### config.mk
export PLATFORM = sky130hd
export DESIGN_NAME = spi_slave_if
export DESIGN_NICKNAME = d
export VERILOG_FILES = /design/src/rtl/spi_pkg.sv /design/src/rtl/spi_miso_serializer.sv /design/src/rtl/spi_slave_if.sv
export SDC_FILE = /design/constraint.sdc
export NUM_CORES = 1
export LEC_CHECK = 0
export BUFFER_PORTS_ARGS = -buffer_cell sky130_fd_sc_hd__buf_2
export CAP_MARGIN = 10
export CORE_ASPECT_RATIO = 1.4
export CORE_MARGIN = 4
export CORE_UTILIZATION = 35
export CTS_CLUSTER_SIZE = 30
export DETAILED_ROUTE_END_ITERATION = 7
export PLACE_DENSITY = 0.58
export SLEW_MARGIN = 30
export SYNTH_ARGS = -nofsm -noshare
export SYNTH_HDL_FRONTEND = slang
export SYNTH_SLANG_ARGS = --single-unit
### constraint.sdc
create_clock -name clk -period 2 [get_ports clk]
set_input_delay 0.1 -clock clk [delete_from_list [all_inputs] [get_ports clk]]
set_output_delay 0.1 -clock clk [all_outputs]
set_load 0.005 [all_outputs]
### src/rtl/spi_pkg.sv
// Shared types and constants for the SPI slave front end.
package spi_pkg;

  localparam int unsigned MEM_WIDTH_DEF = 8;

  // Command word is two opcode bits on top of the RAM data width.
  function automatic int unsigned frame_bits(input int unsigned mem_width);
    return mem_width + 2;
  endfunction

  localparam int unsigned FRAME_BITS = frame_bits(MEM_WIDTH_DEF);

  localparam logic [1:0] CMD_WR_ADDR = 2'b00;
  localparam logic [1:0] CMD_WR_DATA = 2'b01;
  localparam logic [1:0] CMD_RD_ADDR = 2'b10;
  localparam logic [1:0] CMD_RD_DATA = 2'b11;

  typedef enum logic [2:0] {
    StIdle,
    StChkCmd,
    StWrite,
    StReadAdd,
    StReadData,
    StWaitTx,
    StShiftOut,
    StDone
  } state_e;

endpackage

### src/rtl/spi_miso_serializer.sv
// Parallel-load, MSB-first shift register that feeds MISO.
module spi_miso_serializer #(
  parameter int unsigned Width = 8
) (
  input  logic             clk,
  input  logic             rst,
  input  logic             load,
  input  logic             en,
  input  logic             clr,
  input  logic [Width-1:0] data,
  output logic             miso,
  output logic             done
);

  localparam int unsigned CntW = $clog2(Width);

  logic [Width-1:0] sreg_q, sreg_d;
  logic [CntW-1:0]  cnt_q, cnt_d;

  // Last bit is on the line while the counter sits at Width-1.
  assign done = en && (cnt_q == CntW'(Width - 1));
  assign miso = sreg_q[Width-1];

  // Next-state for shift register and bit counter; clear beats load beats shift.
  always_comb begin
    sreg_d = sreg_q;
    cnt_d  = cnt_q;
    if (clr) begin
      sreg_d = '0;
      cnt_d  = '0;
    end else if (load) begin
      sreg_d = data;
      cnt_d  = '0;
    end else if (en) begin
      sreg_d = {sreg_q[Width-2:0], 1'b0};
      cnt_d  = done ? '0 : cnt_q + 1'b1;
    end
  end

  // Shift register state.
  always_ff @(posedge clk) begin
    if (rst) begin
      sreg_q <= '0;
      cnt_q  <= '0;
    end else begin
      sreg_q <= sreg_d;
      cnt_q  <= cnt_d;
    end
  end

endmodule

### src/rtl/spi_slave_if.sv
// SPI slave front end: deserialises 10-bit command frames for the RAM and
// serialises read data back out on MISO.
module spi_slave_if
  import spi_pkg::*;
#(
  parameter int unsigned MEM_WIDTH = 8,
  parameter int unsigned ADDR_SIZE = 8
) (
  input  logic                 clk,
  input  logic                 rst,
  input  logic                 SS_n,
  input  logic                 MOSI,
  output logic                 MISO,
  output logic [MEM_WIDTH+1:0] rx_data,
  output logic                 rx_valid,
  input  logic [MEM_WIDTH-1:0] tx_data,
  input  logic                 tx_valid
);

  localparam int unsigned FrameW = frame_bits(MEM_WIDTH);
  localparam int unsigned CntW   = $clog2(FrameW);

  if (ADDR_SIZE > MEM_WIDTH) begin : gen_cfg_err
    $error("ADDR_SIZE must not exceed MEM_WIDTH");
  end

  state_e              state_q, state_d;
  logic [CntW-1:0]     bit_cnt_q, bit_cnt_d;
  // Holds frame bits 9..1; bit 0 is taken straight from MOSI on completion.
  logic [FrameW-2:0]   shift_q, shift_d;
  logic [FrameW-1:0]   rx_data_q, rx_data_d;
  logic                rx_valid_q, rx_valid_d;
  logic                rd_addr_flag_q, rd_addr_flag_d;

  logic abort;
  logic frame_last;
  logic ser_load, ser_en, ser_clr, ser_miso, ser_done;

  assign abort      = (state_q != StIdle) && SS_n;
  assign frame_last = (bit_cnt_q == CntW'(FrameW - 1));

  spi_miso_serializer #(
    .Width (MEM_WIDTH)
  ) u_miso_ser (
    .clk  (clk),
    .rst  (rst),
    .load (ser_load),
    .en   (ser_en),
    .clr  (ser_clr),
    .data (tx_data),
    .miso (ser_miso),
    .done (ser_done)
  );

  // State and datapath registers.
  always_ff @(posedge clk) begin
    if (rst) begin
      state_q        <= StIdle;
      bit_cnt_q      <= '0;
      shift_q        <= '0;
      rx_data_q      <= '0;
      rx_valid_q     <= 1'b0;
      rd_addr_flag_q <= 1'b0;
    end else begin
      state_q        <= state_d;
      bit_cnt_q      <= bit_cnt_d;
      shift_q        <= shift_d;
      rx_data_q      <= rx_data_d;
      rx_valid_q     <= rx_valid_d;
      rd_addr_flag_q <= rd_addr_flag_d;
    end
  end

  // Next-state logic; deselect wins over everything, including a completing bit.
  always_comb begin
    state_d = state_q;
    if (abort) begin
      state_d = StIdle;
    end else begin
      case (state_q)
        StIdle:     if (!SS_n) state_d = StChkCmd;
        StChkCmd:   state_d = !MOSI ? StWrite : (rd_addr_flag_q ? StReadData : StReadAdd);
        StWrite:    if (frame_last) state_d = StDone;
        StReadAdd:  if (frame_last) state_d = StDone;
        StReadData: if (frame_last) state_d = StWaitTx;
        StWaitTx:   if (tx_valid) state_d = StShiftOut;
        StShiftOut: if (ser_done) state_d = StDone;
        StDone:     state_d = StDone;
        default:    state_d = StIdle;
      endcase
    end
  end

  // Datapath and serializer control for the current state.
  always_comb begin
    bit_cnt_d      = bit_cnt_q;
    shift_d        = shift_q;
    rx_data_d      = rx_data_q;
    rx_valid_d     = 1'b0;
    rd_addr_flag_d = rd_addr_flag_q;
    ser_load       = 1'b0;
    ser_en         = 1'b0;
    ser_clr        = 1'b0;
    if (abort) begin
      bit_cnt_d = '0;
      ser_clr   = 1'b1;
      // A read that was cut off mid shift-out still consumes the address.
      if (state_q == StShiftOut) rd_addr_flag_d = 1'b0;
    end else begin
      case (state_q)
        StChkCmd: begin
          shift_d   = {shift_q[FrameW-3:0], MOSI};
          bit_cnt_d = CntW'(1);
        end
        StWrite, StReadAdd, StReadData: begin
          if (frame_last) begin
            rx_data_d  = {shift_q, MOSI};
            rx_valid_d = 1'b1;
            bit_cnt_d  = '0;
            if (state_q == StReadAdd) rd_addr_flag_d = 1'b1;
          end else begin
            shift_d   = {shift_q[FrameW-3:0], MOSI};
            bit_cnt_d = bit_cnt_q + 1'b1;
          end
        end
        StWaitTx:   ser_load = tx_valid;
        StShiftOut: begin
          ser_en = 1'b1;
          if (ser_done) rd_addr_flag_d = 1'b0;
        end
        default: ;
      endcase
    end
  end

  // Outputs; MISO is only live while shifting out.
  always_comb begin
    MISO     = (state_q == StShiftOut) ? ser_miso : 1'b0;
    rx_data  = rx_data_q;
    rx_valid = rx_valid_q;
  end

endmodule

# After elaboration in Yosys (flattened, before gate mapping)
# Cells that the tools add are included.
[word_totals]
register_bits = 39
output_inout_bits = 12
[classes]
bitwise = 2
reduce_logical = 17
mux = 28
n_eq_ne = 19
n_addsub = 2
[op_table]
columns = ["op", "n"]
rows = [
  ["3-bit two-way mux", 8],
  ["3-bit case mux with 7 select lines", 1],
  ["9-bit case mux with 2 select lines", 1],
  ["8-bit two-way mux", 2],
  ["3-bit == test (second input constant)", 5],
  ["1-bit two-way mux", 12],
  ["5-bit AND reduction", 2],
  ["9-bit two-way mux", 1],
  ["3-bit OR reduction", 3],
  ["2-bit inequality test (second input constant)", 4],
  ["4-bit case mux with 2 select lines", 1],
  ["3-bit by 2-bit == test with 1-bit output (second input constant)", 2],
  ["2-bit by 1-bit inequality test with 1-bit output (second input constant)", 3],
  ["3-bit inequality test (second input constant)", 2],
  ["3-bit AND reduction", 2],
  ["2-bit nonzero test", 3],
  ["2-bit OR reduction", 3],
  ["4-bit by 1-bit adder with 4-bit output (second input constant)", 1],
  ["4-bit == test (second input constant)", 1],
  ["4-bit two-way mux", 1],
  ["3-bit by 1-bit adder with 3-bit output (second input constant)", 1],
  ["3-bit by 1-bit == test with 1-bit output (second input constant)", 1],
  ["3-bit logical NOT", 1],
  ["3-bit by 2-bit inequality test with 1-bit output (second input constant)", 1],
  ["4 further kinds", 6],
]

# Longest topological paths before layout
# Gate-level depths: netlist of the first run.
[logic_depth]
depth_word = 7
ltp_mapped = 7

# Modules after synthesis
# A second synthesis of the first run with hierarchy kept.
[unflattened]
hier_cells = 183
area_unflattened_um2 = 1831.8
[by_module_without_submodules]
columns = ["mod", "cells_each", "instances", "area_each_um2", "seq_area_each_um2"]
rows = [
  ["spi_slave_if", 133, 1, 1286.2, 560.5],
  ["spi_miso_serializer", 50, 1, 545.5, 220.2],
]

# Worst setup path after synthesis of the first run
# OpenSTA, ideal clock, no wires.
[synth_path]
path_type = "reg-to-reg"
start = "reg bit_cnt_q[1]"
end = "reg shift_q[0]"
setup_time_ps = 72
t_arrival_ps = 1528
path_stages_with_launch = 7
n_path_buf = 0
period_less_slack_ps = 1600
setup_slack_ps = 400
cell_sequence = "dfxtp_1 > inv_1 > ha_1 > and3b_1 > or3_4 > o21ai_4 > mux2i_1"
[synth_between]
elab_chain_len = 3
[synth_rtl]
columns = ["item", "line", "text"]
rows = [
  ["start: declaration", "spi_slave_if.sv:28", "logic [CntW-1:0] bit_cnt_q, bit_cnt_d;"],
  ["start signal: assignment", "spi_slave_if.sv:66", "bit_cnt_q <= bit_cnt_d;"],
  ["4-bit == test", "spi_slave_if.sv:40", "assign frame_last = (bit_cnt_q == CntW'(FrameW - 1));"],
  ["2-bit inequality test (no line)", "-", ""],
  ["3-bit AND reduction (no line)", "-", ""],
  ["end signal: assignment", "spi_slave_if.sv:67", "shift_q <= shift_d;"],
  ["end: declaration", "spi_slave_if.sv:30", "logic [FrameW-2:0] shift_q, shift_d;"],
]
# No other way between the ends.
# A chain may end at the register's enable or synchronous reset.

# Final worst setup path of the first run
[layout_path]
start = "reg state_q[1]"
end = "reg u_miso_ser.cnt_q[0]"
[layout_between]
elab_chain_len = 5
word_cells_on_any_way = 12
cone_classes = "eq/ne: 2; mux: 6; reduce/logical: 4"
[layout_rtl]
columns = ["item", "line", "text"]
rows = [
  ["start: declaration", "spi_slave_if.sv:27", "state_e state_q, state_d;"],
  ["start signal: assignment", "spi_slave_if.sv:58", "state_q <= StIdle;"],
  ["start signal: assignment", "spi_slave_if.sv:65", "state_q <= state_d;"],
  ["3-bit == test / 3-bit nonzero test (equally long branches)", "spi_slave_if.sv:110, spi_slave_if.sv:39", ""],
  ["1-bit two-way mux / 1-bit logical AND (equally long branches)", "spi_slave_if.sv:110, spi_slave_if.sv:39", ""],
  ["1-bit two-way mux", "spi_slave_if.sv:104", "if (abort) begin"],
  ["1-bit logical AND", "spi_miso_serializer.sv:21", "assign done = en && (cnt_q == CntW'(Width - 1));"],
  ["3-bit two-way mux", "spi_miso_serializer.sv:36", "cnt_d = done ? '0 : cnt_q + 1'b1;"],
  ["end signal: assignment", "spi_miso_serializer.sv:47", "cnt_q <= cnt_d;"],
  ["end: declaration", "spi_miso_serializer.sv:18", "logic [CntW-1:0] cnt_q, cnt_d;"],
]
# Parallel ways exist; a longest one is shown, timed or not.

==> results of run 1 <==
## path summary, 6_finish.rpt
check / start / endpoint / slack (ps) / cells after the start
hold reg to reg: u_miso_ser.cnt_q[2]$_SDFFE_PP0P_ / u_miso_ser.cnt_q[2]$_SDFFE_PP0P_ / 460 / 2
setup reg to reg: state_q[1]$_SDFFE_PP0P_ / u_miso_ser.cnt_q[0]$_SDFFE_PP0P_ / 200 / 4
setup / recovery: state_q[1]$_SDFFE_PP0P_ / u_miso_ser.cnt_q[0]$_SDFFE_PP0P_ / 200 / 4
hold / removal: tx_data[0] / u_miso_ser.sreg_q[0]$_SDFFE_PP0P_ / 50 / 3
## cells by family (layout without fill, tap and decap cells)
group / Yosys count / in the layout
DFF: 39 / 39
adders and majority gates: 4 / 4
buffers and inverters: 15 / 40
AOI/OAI and AO/OA: 36 / 36
and+or+nand+nor: 71 / 71
muxes: 26 / 26
## synthesized netlist by cell type, drive strengths merged (2+ instances only)
master and instances:
nor3 4, clkbuf 4, o21a 3, inv 4, nand2 9, a211oi 7, nand3b 5, a21oi 12
or4 2, or3 4, nor2 23, mux2i 26, o21ai 5, dfxtp 39, nand3 4, nor4 2
ha 4, buf 7, nand2b 10, nor2b 2
## stage by stage
stage | power (W) | worst slack (ps) | util | hold slack (ps) | cells
detailed placement | 0.000900 | 220 | 0.404 | 360 | 272
global route | 0.00162 | 92.1 | 0.428 | 67.3 | 280
finish | 0.00156 | 204 | 0.428 | 52.8 | 280
CTS | 0.00158 | 202 | 0.428 | 49.9 | 280
global placement | 0.000901 | 265 | 0.404 | 356 | 272
floorplan | 0.000873 | 400 | - | 236 | 191
## layer usage
layer / share of wire / routed length (um)
met5: 0 / 0
met4: 0.017 / 60
met3: 0.041 / 144
met2: 0.47 / 1660
met1: 0.47 / 1670
## power by group
part / switching (W) / internal [W] / leakage (nW)
logic: 0.0000519 / 0.0000389 / 0.478
clock network: 0.000273 / 0.000404 / 0.0612
registers: 0.00000958 / 0.000782 / 0.315
total: 0.000335 / 0.00122 / 0.854
## cell type report
type,instances,area [um^2],area share
multi-input cells,137,977,0.461
flip-flops and latches,39,781,0.368
repair buffers,28,150,0.0708
clock buffers,6,82.6,0.0389
well taps,64,80.1,0.0378
clock inverters,2,35.0,0.0165
inverters,4,15.0,0.00708
## worst min-delay path, cell delays in order
cell and delay (ps):
buf_2 100, nand2_1 50, a21oi_1 50
## registers in the layout, summed over array words and instances, names as in the netlist
| register | flops |
|---|---|
| bit_cnt_q | 4 |
| rx_data | 10 |
| state_q | 3 |
| rx_valid | 1 |
| rd_addr_flag_q | 1 |
| u_miso_ser.sreg_q | 8 |
| shift_q | 9 |
| u_miso_ser.cnt_q | 3 |
==> impl_metrics.toml, run 1 <==
[status]
status = "finished clean"

[pwr]
irDropWorstVdd_uv = 382
p_leak_nw = 0.854
power.density_mw_per_mm2 = 735

[placed_design]
place_congestion = 0.739
detailed_place_hpwl_um = 2500
portBuffers = 24
placed_area_mm2 = 0.00200

[yosys]
synthFlopType = "dfxtp_1"
synth_area_per_cell_um2 = 9.62
yosysTopAreaCellShare = 0.425
synth-xor-area-share = 0
ys_seq_area_frac = 0.425
netlist_area_mm2 = 0.00184
synth_top_family_by_area = "simple AND/OR/NAND/NOR gates"
synth_edf_count = 0
muxShareOfSynthArea = 0.142
synth-compound-area-share = 0.144
synthTopCellsByArea = "dfxtp_1, mux2i_1, nor2_1"
syn_inst = 191
yosysWarnings = 0
synth_fa_ha_area_frac = 0.0272
yosys.area_share.simple = 0.216
async_reset_ff_frac = 0
synth_area_leader_cell = "dfxtp_1"
synth_nets = 208
ys_seq_elements = 39
synth.distinct_cells = 44

[cells_and_area]
fillers = 522
drive_above_1_share = 0.218
antennaDiodeCount = 0
final_area_mm2 = 0.00212
final_cell_mix = "dfxtp_1, mux2i_1, buf_2, nor2_1, a21oi_1"
mostFrequentLayoutCell = "dfxtp_1"
nets = 232
area_growth_pct = 15.5

[clock_tree]
path_clk_slew_ps = 80
cts_buffer_depth = 2
cts_root_buffer = "clkbuf_8"
insertion_delay_ps = 290
cts_buffers = 5
postCtsResizedCells = 0
holdBufCountCts = 0
htree_levels = 2
cts_sinks = 39
cts_tree = "built"
post-cts-setup-buffers = 0

[timing]
rsz0062_at_grt = "false"
min_period_ps = 1800
tns_ps = 0
finClkSkew_ps = 7.52
relSlewSlack = 0.691
period_share = 0.898
max_freq_ghz = 0.557
worstMarginPinSlew_ps = 464
hold_violations = 0
finalSetupViolations = 0
slew_viol_final = 0

[global_routing]
grt_usage = 0.119
first_global_vias = 1394
grt_pass1_wl_um = 6350
grt_antenna_before_repair = 0
grt_use_met1 = 0.142
top_usage_layer = "met2"
grt_start_max_net_pins = 28
met3_usage = 0.0343
gr-total-overflow = 0
use_met2 = 0.201

[critical_path]
cp_cell_sequence = "nand2_2 -> or3_1 -> or3_1 -> a21oi_1"
critPathBufInv = 0
crit_family = "simple AND/OR/NAND/NOR gates"
max_stage_delay_ps = 580
path_class = "reg -> reg"
path_max_fanout = 11
crit_path_end_kind = "flop"
cpMostUsedCell = "or3_1"
crit_required_ps = 2230
critPathLaunchType = "flop"
arrival_ps = 2020
cpMaxStageDelayCell = "dfxtp_1"

[die]
core_mm2 = 0.00495
die_w_um = 69.2
io_pins = 25
dieArea_mm2 = 0.00649
start_util = 0.371
die_h_um = 93.7
num_rows = 30

[worst_hold_path]
min_path_type = "in -> reg"

[drt]
dr.first_iter.drc_count = 50
drt-total-wl_um = 3530
wl_per_cell_um = 12.6
drt_pass1_iterations = 4
avgViaCountPerCell = 5.00
drc_errors = 0
postRouteAntennaNets = 0
vias = 1401

[run]
maxCapViolations = 0
Power figures use the tool's default switching activity.
==> run 2, diff against run 1 <==
PLACE_DENSITY = 0.52   (was 0.58)
==> run 2 against run 1 <==
Against the previous run:
- combinational power decreased by 0.9%
- critical path depth unchanged
- fmax decreased by 1.2%
- first-iteration DRC count decreased by 36%
- routed wire length increased by 5.7%
- non-clock buffer count unchanged
- worst hold slack improved by 7.4 ps
- largest cell class unchanged
==> impl_metrics.toml, run 2 (synthesis results as in run 1) <==
[placed_design]
portBuffers = 24
placed_area_mm2 = 0.00200
place_congestion = 0.838
detailed_place_hpwl_um = 2810

[drt]
dr.first_iter.drc_count = 32
drt_pass1_iterations = 4
vias = 1422
postRouteAntennaNets = 0
wl_per_cell_um = 13.3
drt-total-wl_um = 3740
avgViaCountPerCell = 5.08
drc_errors = 0

[timing]
hold_violations = 0
rsz0062_at_grt = "false"
max_freq_ghz = 0.550
worstMarginPinSlew_ps = 492
tns_ps = 0
finClkSkew_ps = 9.78
finalSetupViolations = 0
relSlewSlack = 0.669
min_period_ps = 1820
slew_viol_final = 0
period_share = 0.909

[cells_and_area]
antennaDiodeCount = 0
final_area_mm2 = 0.00208
area_growth_pct = 13.5
drive_above_1_share = 0.208
largest_reg_flops = 10
final_cell_mix = "dfxtp_1, mux2i_1, buf_2, nor2_1, a21oi_1"
nets = 232
mostFrequentLayoutCell = "dfxtp_1"
fillers = 535

[global_routing]
grt_start_max_net_pins = 28
grt_antenna_before_repair = 0
first_global_vias = 1443
gr-total-overflow = 0
grt_usage = 0.122
grt_pass1_wl_um = 6530

[critical_path]
max_stage_delay_ps = 580
cp_cell_sequence = "nand2_2 -> or3_1 -> or3_1 -> a21oi_1"
cp.depth = 4
rr_worst_depth = 4
critPathLaunchType = "flop"
arrival_ps = 2040
crit_path_end_kind = "flop"
crit_family = "simple AND/OR/NAND/NOR gates"
cpMostUsedCell = "or3_1"
crit_required_ps = 2220
cpMaxStageDelayCell = "dfxtp_1"
path_max_fanout = 12
path_class = "reg -> reg"
critPathBufInv = 0

[die]
dieArea_mm2 = 0.00649
core_mm2 = 0.00495
start_util = 0.371
num_rows = 30
io_pins = 25
die_w_um = 69.2
die_h_um = 93.7

[worst_hold_path]
min_path_type = "in -> reg"
holdPathStages = 3

[pwr]
power.density_mw_per_mm2 = 667
netSwitchingFraction = 0.235
seq_power_share = 0.569
combPwrFrac = 0.065
pwr-share-clk = 0.366
p_int_w = 0.00106
irDropWorstVdd_uv = 343
p_sw_w = 0.000326
p_leak_nw = 0.835

[clock_tree]
cts_sinks = 39
cts_root_buffer = "clkbuf_8"
insertion_delay_ps = 290
postCtsResizedCells = 0
holdBufCountCts = 0
cts_buffers = 5
htree_levels = 2
cts_tree = "built"
post-cts-setup-buffers = 0
cts_buffer_depth = 2
path_clk_slew_ps = 80

[run]
maxCapViolations = 0

[status]
status = "finished clean"
run 2: cell count changes in the layout (fill, tap and decap cells not counted), sizes merged:
cell | before | now
clkbuf | 6 | 7
bufinv | 1 | 0
run 2: worst paths after layout:
check	slack, ps	endpoint	start
setup / recovery	180	u_miso_ser.cnt_q[0]$_SDFFE_PP0P_	state_q[2]$_SDFFE_PP0P_
hold / removal	60	u_miso_ser.sreg_q[0]$_SDFFE_PP0P_	tx_data[0]
setup reg to reg	180	u_miso_ser.cnt_q[0]$_SDFFE_PP0P_	state_q[2]$_SDFFE_PP0P_
hold reg to reg	470	u_miso_ser.sreg_q[0]$_SDFFE_PP0P_	u_miso_ser.sreg_q[0]$_SDFFE_PP0P_
run 2: worst register-to-register path, cell delays in order (launching register included):
cell and delay [ps]:
dfxtp_1 580, nand2_2 120, or3_1 530, or3_1 380, a21oi_1 140
run 2: layer usage:
metal / global-route usage / vias up / share of wire
li1: - / 727 / -
met2: 0.215 / 27 / 0.50
met3: 0.0353 / 5 / 0.038
met1: 0.139 / 663 / 0.45
met5: 0 / - / 0
met4: 0.0472 / 0 / 0.017
run 2: stage by stage:
stage / hold WS (ps) / total power, W / util / std cells / setup slack (ps)
3_5_place_dp: 360 / 0.000900 / 0.404 / 272 / 183
4_1_cts: 52.7 / 0.00142 / 0.421 / 280 / 163
5_1_grt: 63.0 / 0.00146 / 0.421 / 280 / 31.5
2_1_floorplan: 236 / 0.000873 / - / 191 / 400
3_3_place_gp: 362 / 0.000897 / 0.404 / 272 / 273
6_report: 60.2 / 0.00139 / 0.421 / 280 / 182
run 2: cell type report:
class	instances	area, um^2	area share
Timing Repair Buffer	28	150	0.0720
Multi-Input combinational cell	137	977	0.469
Tap cell	64	80.1	0.0384
Sequential cell	39	781	0.375
Clock inverter	1	5.00	0.00240
Clock buffer	7	76.3	0.0366
Inverter	4	15.0	0.00720
run 2: power by group through the flow:
stage | clock network (W) | logic (W) | registers (W)
global placement | 0 | 0.0000891 | 0.000808
detailed placement | 0 | 0.0000913 | 0.000809
floorplan | 0 | 0.0000693 | 0.000804
finish | 0.000510 | 0.0000900 | 0.000791
global route | 0.000567 | 0.000101 | 0.000792
CTS | 0.000533 | 0.0000915 | 0.000791
